**config.mk**
```make
export PLATFORM = sky130hd
export DESIGN_NAME = sdram_arbiter
export DESIGN_NICKNAME = d
export VERILOG_FILES = /design/src/rtl/sdram_arbiter.sv
export SDC_FILE = /design/constraint.sdc
export NUM_CORES = 1
export LEC_CHECK = 0
export ABC_CLOCK_PERIOD_IN_PS = 9400
export BUFFER_PORTS_ARGS = -buffer_cell sky130_fd_sc_hd__buf_2
export CAP_MARGIN = 20
export CORE_AREA = 2 2 112 114
export CTS_CLUSTER_DIAMETER = 50
export DETAILED_ROUTE_END_ITERATION = 8
export DIE_AREA = 0 0 114 116
export HOLD_SLACK_MARGIN = 0.1
export SLEW_MARGIN = 25
export SYNTH_ARGS = -nofsm -noshare
export SYNTH_HDL_FRONTEND = slang
export SYNTH_SLANG_ARGS = --single-unit
```
**constraint.sdc**
```tcl
create_clock -name CLK_48MHZ -period 9.4 [get_ports CLK_48MHZ]
set_input_delay 1.88 -clock CLK_48MHZ [delete_from_list [all_inputs] [get_ports CLK_48MHZ]]
set_output_delay 1.88 -clock CLK_48MHZ [all_outputs]
set_load 0.02 [all_outputs]
```
**src/rtl/sdram_arbiter.sv**
```systemverilog
// Arbitrates single-word SDRAM commands between two requester ports and an
// auto-refresh scheduler. Refresh has strict priority. The two ports share the
// controller round-robin.
module sdram_arbiter #(
    parameter int ADDR_W           = 24,
    parameter int DATA_W           = 16,
    parameter int REFRESH_INTERVAL = 374,
    parameter int TIMEOUT          = 255
) (
    input  logic              CLK_48MHZ,
    input  logic              RESET,
    input  logic              REQ0,
    input  logic              REQ1,
    input  logic              WE0,
    input  logic              WE1,
    input  logic [ADDR_W-1:0] ADDR0,
    input  logic [ADDR_W-1:0] ADDR1,
    input  logic [DATA_W-1:0] WDATA0,
    input  logic [DATA_W-1:0] WDATA1,
    output logic              GNT0,
    output logic              GNT1,
    output logic              DONE0,
    output logic              DONE1,
    output logic              RVALID0,
    output logic              RVALID1,
    output logic [DATA_W-1:0] RDATA,
    output logic              CMD_VALID,
    input  logic              CMD_READY,
    output logic [1:0]        CMD_OP,
    output logic [ADDR_W-1:0] CMD_ADDR,
    output logic [DATA_W-1:0] CMD_WDATA,
    input  logic              CTRL_RVALID,
    input  logic [DATA_W-1:0] CTRL_RDATA,
    input  logic              CTRL_DONE,
    output logic              REFRESH_OVF,
    output logic              TIMEOUT_ERR
);

    localparam int RT_W = (REFRESH_INTERVAL > 1) ? $clog2(REFRESH_INTERVAL) : 1;
    localparam int TO_W = (TIMEOUT > 1) ? $clog2(TIMEOUT + 1) : 1;
    localparam logic [RT_W-1:0] RT_LAST = RT_W'(REFRESH_INTERVAL - 1);
    localparam logic [TO_W-1:0] TO_LAST = TO_W'(TIMEOUT - 1);

    localparam logic [1:0] OP_READ    = 2'b00;
    localparam logic [1:0] OP_WRITE   = 2'b01;
    localparam logic [1:0] OP_REFRESH = 2'b10;

    typedef enum logic [1:0] {
        IDLE,
        ISSUE,
        WAIT
    } state_t;

    state_t          state;
    logic            last_port;
    logic            owner;
    logic [RT_W-1:0] rt_cnt;
    logic [TO_W-1:0] wait_cnt;
    logic [2:0]      pending;

    logic tick;
    logic ref_done;
    logic pick1;
    logic is_refresh;

    // Backlog counter: saturates at 7; a tick and a completion on the same edge cancel.
    function automatic logic [2:0] pending_next(input logic [2:0] cnt,
                                                input logic       inc,
                                                input logic       dec);
        logic [2:0] nxt;
        nxt = cnt;
        case ({inc, dec})
            2'b10:   nxt = (cnt == 3'd7) ? cnt : cnt + 3'd1;
            2'b01:   nxt = (cnt == 3'd0) ? cnt : cnt - 3'd1;
            default: nxt = cnt;
        endcase
        return nxt;
    endfunction

    assign tick       = (rt_cnt == RT_LAST);
    assign is_refresh = (CMD_OP == OP_REFRESH);
    assign ref_done   = (state == WAIT) && is_refresh && CTRL_DONE;
    // Port 1 wins when it is alone, or on a tie when port 0 was granted last.
    assign pick1      = REQ1 && (!REQ0 || !last_port);

    always_ff @(posedge CLK_48MHZ or posedge RESET) begin
        if (RESET) begin
            state       <= IDLE;
            last_port   <= 1'b1;
            owner       <= 1'b0;
            rt_cnt      <= '0;
            wait_cnt    <= '0;
            pending     <= '0;
            GNT0        <= 1'b0;
            GNT1        <= 1'b0;
            DONE0       <= 1'b0;
            DONE1       <= 1'b0;
            RVALID0     <= 1'b0;
            RVALID1     <= 1'b0;
            RDATA       <= '0;
            CMD_VALID   <= 1'b0;
            CMD_OP      <= OP_READ;
            CMD_ADDR    <= '0;
            CMD_WDATA   <= '0;
            REFRESH_OVF <= 1'b0;
            TIMEOUT_ERR <= 1'b0;
        end else begin
            GNT0    <= 1'b0;
            GNT1    <= 1'b0;
            DONE0   <= 1'b0;
            DONE1   <= 1'b0;
            RVALID0 <= 1'b0;
            RVALID1 <= 1'b0;

            rt_cnt  <= tick ? '0 : rt_cnt + RT_W'(1);
            pending <= pending_next(pending, tick, ref_done);
            if (tick && !ref_done && pending == 3'd7) begin
                REFRESH_OVF <= 1'b1;
            end

            unique case (state)
                IDLE: begin
                    if (pending != 3'd0) begin
                        CMD_OP    <= OP_REFRESH;
                        CMD_ADDR  <= '0;
                        CMD_WDATA <= '0;
                        CMD_VALID <= 1'b1;
                        state     <= ISSUE;
                    end else if (REQ0 || REQ1) begin
                        owner     <= pick1;
                        last_port <= pick1;
                        CMD_VALID <= 1'b1;
                        state     <= ISSUE;
                        if (pick1) begin
                            GNT1      <= 1'b1;
                            CMD_OP    <= WE1 ? OP_WRITE : OP_READ;
                            CMD_ADDR  <= ADDR1;
                            CMD_WDATA <= WE1 ? WDATA1 : '0;
                        end else begin
                            GNT0      <= 1'b1;
                            CMD_OP    <= WE0 ? OP_WRITE : OP_READ;
                            CMD_ADDR  <= ADDR0;
                            CMD_WDATA <= WE0 ? WDATA0 : '0;
                        end
                    end
                end

                ISSUE: begin
                    if (CMD_READY) begin
                        CMD_VALID <= 1'b0;
                        wait_cnt  <= '0;
                        state     <= WAIT;
                    end
                end

                WAIT: begin
                    if (CTRL_RVALID && CMD_OP == OP_READ) begin
                        RDATA   <= CTRL_RDATA;
                        RVALID0 <= !owner;
                        RVALID1 <= owner;
                    end
                    // Completion wins over a timeout landing on the same edge.
                    if (CTRL_DONE) begin
                        if (!is_refresh) begin
                            DONE0 <= !owner;
                            DONE1 <= owner;
                        end
                        state <= IDLE;
                    end else if (wait_cnt == TO_LAST) begin
                        TIMEOUT_ERR <= 1'b1;
                        if (!is_refresh) begin
                            DONE0 <= !owner;
                            DONE1 <= owner;
                        end
                        state <= IDLE;
                    end else begin
                        wait_cnt <= wait_cnt + TO_W'(1);
                    end
                end

                default: state <= IDLE;
            endcase
        end
    end

endmodule

```
# Word-level counts from Yosys, hierarchy flattened

Cells that the tools add are included.

Add/sub/neg operators: 4
Equality and inequality tests: 15
Mux-type cells: 51
Bitwise operators: 2
Reductions and logical operators: 28

Operators by type and width:

| cell                | count |
|---|---|
| $mux 16             | 5 |
| $mux 24             | 3 |
| $mux 1              | 26 |
| $mux 8              | 3 |
| $pmux 8 s2          | 1 |
| $reduce_and 3->1    | 5 |
| $mux 2              | 7 |
| $ne 2x2->1 const B  | 5 |
| $add 9x1->9 const B | 1 |
| $eq 9x9->1 const B  | 1 |
| $mux 9              | 1 |
| $add 8x1->8 const B | 1 |
| $eq 8x8->1 const B  | 1 |
| $reduce_bool 2->1   | 4 |
| $eq 2x2->1 const B  | 3 |
| $logic_and 1x1->1   | 6 |
| $mux 3              | 2 |
| $pmux 2 s3          | 1 |
| $pmux 3 s2          | 1 |
| $eq 2x1->1 const B  | 2 |
| $logic_not 1->1     | 4 |
| $logic_not 2->1     | 2 |
| $reduce_and 2->1    | 2 |
| $reduce_and 4->1    | 1 |
| other kinds (10)    | 12 |

Flip-flop bits (word level): 91
Bits of input ports: 105
Output and inout bits: 67
Logic and storage cells: 119

# Longest topological paths before layout

Gate-level depths: netlist of run 1.

Word-level depth: 7
Gate-level depth with buffers: 12
Depth with buffers taken out: 12

# Worst setup path after synthesis of run 1

Ideal clock, no wire load.

Path kind: in2reg
From: in CTRL_DONE
To: reg pending[1]
Library setup time: 125 ps
Data arrival time: 3094 ps
Data required time: 9275 ps
Setup slack: 6182 ps
Stages on the path: 6
Path buffers: 0
Cells stage by stage: and3_1 -> inv_1 -> ha_1 -> a41o_1 -> a21oi_1 -> mux2_2

Cells in the longest elaborated chain, start to end: 4
Elaborated cells between the ends (all ways): 8
Classes of those cells: eq/ne: 4; mux: 1; reduce/logical: 3

RTL lines:

| what                                                                    | line | RTL |
|---|---|---|
| start: declaration                                                      | 34   | `input logic CTRL_DONE,` |
| $logic_and 1x1->1 *                                                     | 82   | `assign ref_done = (state == WAIT) && is_refresh && CTRL_DONE;` |
| $eq 2x1->1 / $eq 2x2->1 (equally long branches)                         | 72   | `case ({inc, dec})` |
| $ne 2x2->1 (no source line) / $reduce_bool 2->1 (equally long branches) | n/a  |  |
| $reduce_and 3->1 (no source line)                                       | n/a  |  |
| end signal: assignment                                                  | 116  | `pending <= pending_next(pending, tick, ref_done);` |
| end: declaration                                                        | 59   | `logic [2:0] pending;` |

Mark *: on every way between the ends. The rest lies on a longest branch, timed or not.
A chain may end at the register's enable or synchronous reset.

# Worst setup path in the final report of run 1

From: in REQ0
To: reg CMD_WDATA[2]

Cells in the longest elaborated chain, start to end: 6
Elaborated cells between the ends (all ways): 9
Classes of those cells: mux: 3; reduce/logical: 6

RTL lines:

| what                   | line | RTL |
|---|---|---|
| start: declaration     | 12   | `input logic REQ0,` |
| $logic_not 1->1        | 84   | `assign pick1 = REQ1 && (!REQ0 \|\| !last_port);` |
| $logic_or 1x1->1       | 84   |  |
| $logic_and 1x1->1      | 84   |  |
| $mux 16                | 134  | `if (pick1) begin` |
| $mux 16                | 129  | `end else if (REQ0 \|\| REQ1) begin` |
| $mux 16                | 123  | `if (pending != 3'd0) begin` |
| end signal: assignment | 138  | `CMD_WDATA <= WE1 ? WDATA1 : '0;` |
| end signal: assignment | 143  | `CMD_WDATA <= WE0 ? WDATA0 : '0;` |
| end: declaration       | 31   | `output logic [DATA_W-1:0] CMD_WDATA,` |

Several ways; a longest one is shown, not always the timed one. The select of a mux whose other input is x is not followed.

==> flow_summary.toml, run 1 <==
[placed_design]
dp_hpwl_um = 7030
gp_congestion = 0.761
io_buffers = 171

[routing]
via_per_inst = 4.93
wirelength_um = 9820
post_drt_wl_per_cell_um = 15.0
first_iter_violations = 110
dr.pass1.iters = 4
ant_nets = 0
num_vias = 3231
drc = 0

[yosys]
synthFlopType = "dfrtp_1"
ys_warn_count = 0
synth_edf_count = 0
async_flop_share = 1.00
syn_inst = 338
seq_area_frac_synth = 0.549
syn_area_mm2 = 0.00415
synth-seq-cells = 91
synth.distinct_cells = 52
syn_nets = 451
avgSynthCellArea_um2 = 12.3

[sta]
finalSetupViolations = 0
fin_crit_ns = 3.26
rsz0062_at_grt = "no"
slew_violations = 0
tightest_slew_ns = 0.859
skew_ns = 0.00684
period_share = 0.347
final-hold-violation-count = 0
max_freq_mhz = 307
fin_setup_tns_ns = 0
slew_headroom = 0.425

[floorplan]
die-area_mm2 = 0.0132
io_pins = 172
die_width_um = 114
placeableCoreArea_mm2 = 0.0119
die_h_um = 116
rows = 40
start_util = 0.348

[clocking]
clock_latency_ns = 0.33
tritoncts.num_buffers = 9
cts_tree = "built"
cts-root-buf = "clkbuf_16"
cts_max_level = 3
cts_setup_buffers = 0
cts-resized-gates = 0
clock_path_buffers = 2
numClockSinks = 91
path_clk_slew_ns = 0.06
holdBufCountCts = 0

[setup_path]
path_max_fanout = 28
critPathLaunchType = "input pin"
crit_type = "input pin to register"
reg2reg_to = "pending[1]"
r2r_start = "state[1]"
reg2reg_depth = 7
worstPathArrival_ns = 3.50
regToRegSetupSlack_ns = 6.73
required_ns = 9.63
worstSetupEndpointType = "register"

[global_routing]
grt_pass1_wl_um = 15400
grt_max_degree = 62
grt_pass1_vias = 3216
track_usage = 0.147
grt_antenna_before_repair = 0
grt-ovfl-total = 0

[power_and_ir_drop]
swShare = 0.370
p_total_mw = 1.46
p_int_uw = 921
p_switching_uw = 540
p_clk_frac = 0.237
p_leak_nw = 2.75
vdd_ir_drop_max_mv = 0.117
p_per_area_mw_per_mm2 = 271
p_comb_frac = 0.358
seqPwrFrac = 0.406

[finish]
layout_common_cells = "171 x buf_2, 90 x dfrtp_1, 41 x o2bb2ai_1, 26 x nor2_1, 24 x mux2i_1"
antenna_cells = 0
layout_commonest_cell = "buf_2"
drive_gt1_frac = 0.427
nNetsFinal = 616
fill_cells = 1125
syn_to_final_growth_pct = 29.7

[hold_path]
hold_path_class = "register to register"
whs_path_depth = 1
min_to = "TIMEOUT_ERR"
holdCritStartpoint = "TIMEOUT_ERR"

[flow_run]
drv_cap = 0

[status]
outcome = "finished clean"
## kinds of logic after synthesis
| group | synth area share |
|---|---|
| muxes | 0.104 |
| buffers and inverters | 0.0404 |
| xor gates and xnor gates | 0.0190 |
| and+or+nand+nor | 0.0869 |
| DFF | 0.549 |
| AOI/OAI and AO/OA | 0.176 |
| adders and majority gates | 0.0241 |
## metal layers
layer	global-route usage	vias to the layer above	share of wire
met4	0.0585	0	0.013
li1	-	1574	-
met3	0.0293	11	0.057
met5	0	-	0
met1	0.185	1539	0.43
met2	0.249	107	0.50
## sequential cells by signal, indices dropped and copies added, names as in the netlist, 2 cells and up
register   flops
CMD_ADDR      24
CMD_WDATA     16
RDATA         16
rt_cnt         9
wait_cnt       8
pending        3
CMD_OP         2
state          2
## critical path, stage by stage
cell and delay, ns:
buf_2 0.12, a21boi_4 0.13, buf_4 0.41, and2_1 0.61, a22oi_1 0.14, o2bb2ai_1 0.19
## synth_stat cells (2+ instances only)
library cell  number  share of area
xnor2_1            5          0.011
nand3_1            6         0.0072
o21bai_1           2         0.0036
a41o_1             2         0.0048
nor4_1             2         0.0030
nand2_1           11          0.010
buf_4              3         0.0054
dfrtp_1           90           0.54
xor2_1             4         0.0084
o21ai_0            4         0.0048
mux2i_1           24          0.058
clkbuf_1           2         0.0018
o211ai_1           4         0.0072
nand4_1            2         0.0030
a22oi_1           16          0.029
a21oi_1            5         0.0060
nor2b_1            3         0.0045
inv_1             10         0.0091
buf_6              5          0.014
mux2_2            17          0.046
ha_1               8          0.024
o2bb2ai_1         41          0.087
nand2_2            2         0.0030
buf_2              8         0.0097
a21o_1             3         0.0054
and3_1             5         0.0075
and2_1             2         0.0030
a22o_1             3         0.0063
nor2_1            26          0.024
## per-stage QoR
step	utilization	cells	setup slack (ns)	area (um2)	hold WS, ns
after global placement	0.427	639	5.64	5090	0.438
after detailed placement	0.427	639	5.52	5090	0.450
final	0.452	655	6.14	5380	0.465
after floorplan	-	338	5.16	4150	0.446
after CTS	0.452	655	5.87	5380	0.468
after global routing	0.452	655	5.96	5380	0.475
## layout make-up
type                            count  area, um2  share of cell area
Clock buffer                       15        288              0.0535
Clock inverter                      1       5.00            0.000930
Inverter                           10       40.0             0.00744
Multi-Input combinational cell    218       1720               0.319
Sequential cell                    91       2280               0.423
Tap cell                          147        184              0.0342
Timing Repair Buffer              173        871               0.162
## power by group through the flow
stage	logic [mW]	clock network, mW	registers, mW
floorplan	0.277	0	0.693
global placement	0.520	0	0.595
detailed placement	0.533	0	0.597
CTS	0.532	0.359	0.593
global route	0.574	0.377	0.607
finish	0.522	0.346	0.592
## worst max path at each step
stage                      from       endpoint  slack (ns)  cells past startpoint
after detailed placement   REQ1   CMD_WDATA[6]        5.52                      6
after floorplan           RESET    CMD_ADDR[0]        5.16                      1
after global placement     REQ1   CMD_WDATA[7]        5.64                      6
after global routing       REQ0  CMD_WDATA[11]        5.96                      6
final                      REQ0   CMD_WDATA[2]        6.14                      6
after CTS                  REQ1   CMD_WDATA[6]        5.87                      6
(Power assumes the default switching activity.)
==> inputs of run 2 (changes only) <==
- ABC_CLOCK_PERIOD_IN_PS: 9400 -> 3380
- clock period: 9.4 -> 3.38 ns (I/O delays scaled with it)
==> flow_summary.toml, run 2 (same netlist as run 1, synthesis figures left out) <==
[floorplan]
io_pins = 172
die-area_mm2 = 0.0132
placeableCoreArea_mm2 = 0.0119
die_width_um = 114
rows = 40
start_util = 0.348
die_h_um = 116

[finish]
antenna_cells = 0
syn_to_final_growth_pct = 31.5
largestRegisters = "CMD_ADDR (24), CMD_WDATA (16), RDATA (16)"
layout_common_cells = "171 x buf_2, 90 x dfrtp_1, 41 x o2bb2ai_1, 26 x nor2_1, 24 x mux2i_1"
fill_cells = 1116
final_util = 0.458
layout_commonest_cell = "buf_2"
nNetsFinal = 618
regMostFlops = "CMD_ADDR"
largest_reg_flops = 24
drive_gt1_frac = 0.432

[placed_design]
gp_congestion = 0.753
io_buffers = 171
dp_hpwl_um = 7150

[setup_path]
reg2reg_depth = 12
worstSetupEndpointType = "register"
crit_type = "register to register"
worstPathArrival_ns = 2.69
required_ns = 3.60
critPathLaunchType = "register"
path_max_fanout = 8

[global_routing]
groute.layer.met1.usage = 0.182
busiest_layer = "met2"
grt_antenna_before_repair = 0
grt_pass1_wl_um = 15300
grt_max_degree = 45
track_usage = 0.147
grt_pass1_vias = 3190
grt-ovfl-total = 0
grt_util_met2 = 0.255
grtUsageMet3 = 0.0267

[power_and_ir_drop]
seqPwrFrac = 0.385
vdd_ir_drop_max_mv = 0.343
p_clk_frac = 0.272
p_int_mw = 2.75
p_leak_nw = 2.78
p_comb_frac = 0.343
swShare = 0.355
p_per_area_mw_per_mm2 = 781
p_switching_mw = 1.51

[status]
outcome = "finished clean"

[clocking]
cts_setup_buffers = 0
holdBufCountCts = 0
numClockSinks = 91
clock_path_buffers = 2
cts-root-buf = "clkbuf_16"
cts_tree = "built"
cts-resized-gates = 0
tritoncts.num_buffers = 9
cts_max_level = 3
clock_latency_ns = 0.34
path_clk_slew_ns = 0.07

[routing]
wirelength_um = 9820
first_iter_violations = 149
num_vias = 3245
post_drt_wl_per_cell_um = 15.0
ant_nets = 0
dr.pass1.iters = 4
via_per_inst = 4.95
drc = 0

[sta]
final-hold-violation-count = 0
period_share = 0.731
finalSetupViolations = 0
slew_violations = 0
max_freq_mhz = 405
fin_hold_ws_ns = 0.366
rsz0062_at_grt = "no"
fin_crit_ns = 2.47
fin_setup_tns_ns = 0
slew_headroom = 0.401
tightest_slew_ns = 0.896
skew_ns = 0.00851

[hold_path]
hold_path_class = "input pin to async pin"

[flow_run]
drv_cap = 0
## run 2: worst paths after layout
check,slack (ns),endpoint,from
max in group asynchronous,2.23,last_port,RESET
worst max-delay path,0.91,pending[2],rt_cnt[1]
min in group CLK_48MHZ,0.46,TIMEOUT_ERR,TIMEOUT_ERR
worst min-delay path,0.37,CMD_WDATA[1],RESET
worst min register to register,0.46,TIMEOUT_ERR,TIMEOUT_ERR
worst max register to register,0.91,pending[2],rt_cnt[1]
## run 2: per-stage QoR
stage	power, mW	instance area [um2]	instances	worst slack (ns)
2_1_floorplan	2.70	4150	338	0.342
3_3_place_gp	3.11	5100	641	1.01
3_5_place_dp	3.15	5100	641	0.904
4_1_cts	4.33	5450	656	0.891
5_1_grt	4.52	5450	656	0.634
6_report	4.26	5450	656	0.910
## run 2: power groups by stage
| stage | registers, mW | clock network, mW | logic [mW] |
|---|---|---|---|
| floorplan | 1.93 | 0 | 0.770 |
| global placement | 1.64 | 0 | 1.47 |
| detailed placement | 1.66 | 0 | 1.49 |
| CTS | 1.64 | 1.19 | 1.50 |
| global route | 1.69 | 1.23 | 1.60 |
| finish | 1.64 | 1.16 | 1.46 |
## run 2: metal layers
| layer | wire length (um) | vias up |
|---|---|---|
| li1 | - | 1583 |
| met4 | 155 | 0 |
| met1 | 4230 | 1538 |
| met5 | 0 | - |
| met2 | 4850 | 112 |
| met3 | 586 | 12 |
## run 2: cell type report
| class | count | area, um2 | share of cell area |
|---|---|---|---|
| repair buffers | 175 | 886 | 0.162 |
| multi-input cells | 218 | 1720 | 0.315 |
| well taps | 147 | 184 | 0.0337 |
| flip-flops and latches | 91 | 2280 | 0.418 |
| clock inverters | 4 | 97.6 | 0.0179 |
| clock buffers | 11 | 253 | 0.0463 |
| inverters | 10 | 40.0 | 0.00734 |
## run 2: critical path, stage by stage, from the launching register on
cell and delay, ns:
dfrtp_1 0.39, inv_1 0.06, ha_1 0.13, nand4b_1 0.14, nor3_2 0.40, inv_1 0.13
ha_1 0.26, xor2_1 0.16, ha_1 0.18, a21oi_1 0.16, xnor2_1 0.14, nand2_1 0.08
xnor2_1 0.13
==> inputs of run 3 (changes only) <==
- ABC_CLOCK_PERIOD_IN_PS: 3380 -> 2000
- clock period: 3.38 -> 2 ns (I/O delays scaled with it)
==> flow_summary.toml, run 3 (same netlist as run 1, synthesis figures left out) <==
[power_and_ir_drop]
swShare = 0.363
p_per_area_mw_per_mm2 = 1280
vdd_ir_drop_max_mv = 0.587
p_comb_frac = 0.376
p_switching_mw = 2.64
p_leak_nw = 2.89
seqPwrFrac = 0.375
p_clk_frac = 0.249
p_total_mw = 7.29
p_int_mw = 4.65

[finish]
drive_gt1_frac = 0.466
nNetsFinal = 640
layout_common_cells = "171 x buf_2, 90 x dfrtp_1, 41 x o2bb2ai_1, 26 x nor2_1, 24 x mux2i_1"
syn_to_final_growth_pct = 36.9
final_cells = 679
largestRegisters = "CMD_ADDR (24), CMD_WDATA (16), RDATA (16)"
layout_commonest_cell = "buf_2"
antenna_cells = 0
largest_reg_flops = 24
postLayoutCellArea_mm2 = 0.00568
regMostFlops = "CMD_ADDR"

[setup_path]
worstPathArrival_ns = 2.32
slowest_stage = "dfrtp_1"
worstSetupEndpointType = "register"
cp_cell_sequence = "inv_1, ha_2, nand4b_1, nor3_4, buf_4, buf_6, ha_4, a41o_1, a21oi_2, buf_4, nand2_1, xnor2_1"
required_ns = 2.22
crit_type = "register to register"
critPathLaunchType = "register"
cpPeakStageDelay_ns = 0.38
critPathMostFrequentCell = "buf_4"
path_max_fanout = 2

[sta]
period_share = 1.05
slew_violations = 0
fin_hold_ws_ns = 0.294
max_freq_mhz = 475
finalSetupViolations = 2
fin_crit_ns = 2.10
final-hold-violation-count = 0
rsz0062_at_grt = "yes"
skew_ns = 0.00611
tightest_slew_ns = 0.678
slew_headroom = 0.546
setup_slack_ns = -0.103

[clocking]
cts-root-buf = "clkbuf_16"
clock_path_buffers = 2
path_clk_slew_ns = 0.06
numClockSinks = 91
clock_latency_ns = 0.34
tritoncts.num_buffers = 9
cts_max_level = 3
cts_tree = "built"

[floorplan]
start_util = 0.348
rows = 40
io_pins = 172
placeableCoreArea_mm2 = 0.0119
die_width_um = 114
die-area_mm2 = 0.0132
die_h_um = 116

[placed_design]
dp_cells = 659
placed_cell_area_mm2 = 0.00530
dp_hpwl_um = 7460
io_buffers = 171
dp_slack_ns = -0.123
gp_congestion = 0.809

[routing]
wirelength_um = 10200
via_per_inst = 4.98
ant_nets = 0
dr.pass1.iters = 4
num_vias = 3382
post_drt_wl_per_cell_um = 15.1
drc = 0
first_iter_violations = 136

[global_routing]
grt-ovfl-total = 0
grt_antenna_before_repair = 0
grt_pass1_wl_um = 16100
grt_pass1_vias = 3332
grt_max_degree = 46
track_usage = 0.155

[hold_path]
hold_path_class = "input pin to register"

[status]
violations = "setup timing"
outcome = "finished, violations left"

[flow_run]
drv_cap = 0
run 3: layout make-up:
class,count,area [um2]
well taps,147,184
flip-flops and latches,91,2280
repair buffers,197,1090
inverters,10,41.3
clock inverters,4,73.8
fillers,1098,6230
multi-input cells,218,1760
clock buffers,12,246
run 3: metrics by stage:
stage               TNS, ns   util
floorplan            -0.222      -
global placement    -0.0770  0.444
detailed placement   -0.174  0.445
CTS                 -0.0990  0.475
global route         -0.444  0.477
finish               -0.203  0.477
run 3: critical path: cells and delay by family, from the launching register on:
family	cells	cell delay (ns)
flip-flops	1	0.38
AO/OA/AOI/OAI	2	0.35
AND/OR/NAND/NOR	3	0.38
adder cells (fa/ha/maj)	2	0.35
XOR/XNOR	1	0.12
buffers and inverters	4	0.42
run 3: power groups by stage:
stage               Sequential (mW)  Clock, mW  Combinational (mW)
floorplan                      3.26          0                1.31
global placement               2.74          0                2.72
detailed placement             2.76          0                2.75
CTS                            2.73       1.88                2.78
global route                   2.80       1.98                2.99
finish                         2.73       1.81                2.74
run 3: path summary, 6_finish.rpt:
kind | from | endpoint | slack (ns) | cells past startpoint
worst max-delay path | rt_cnt[1] | pending[2] | -0.10 | 12
worst min-delay path | CTRL_RDATA[10] | RDATA[10] | 0.29 | 2
worst max register to register | rt_cnt[1] | pending[2] | -0.10 | 12
worst min register to register | TIMEOUT_ERR | TIMEOUT_ERR | 0.46 | 1
max in group asynchronous | RESET | RDATA[3] | 0.82 | 4
min in group asynchronous | RESET | CMD_WDATA[3] | 0.62 | 3
run 3: what timing repair did:
item | CTS | global route
setup buffers | 1 | 2
pin swaps | 4 | 1
hold buffers | 1 | 0
resized for setup | 4 | 2
endpoints found under the setup margin | 2 | 3
hold endpoints to repair | 14 | 0
run 3: routing by layer:
| layer | vias to the layer above | track usage | part of all wire | wire length [um] |
|---|---|---|---|---|
| met1 | 1619 | 0.198 | 0.44 | 4540 |
| met2 | 118 | 0.252 | 0.47 | 4840 |
| met5 | - | 0 | 0 | 0 |
| met3 | 12 | 0.0424 | 0.066 | 680 |
| met4 | 0 | 0.0593 | 0.017 | 169 |
| li1 | 1633 | - | - | - |
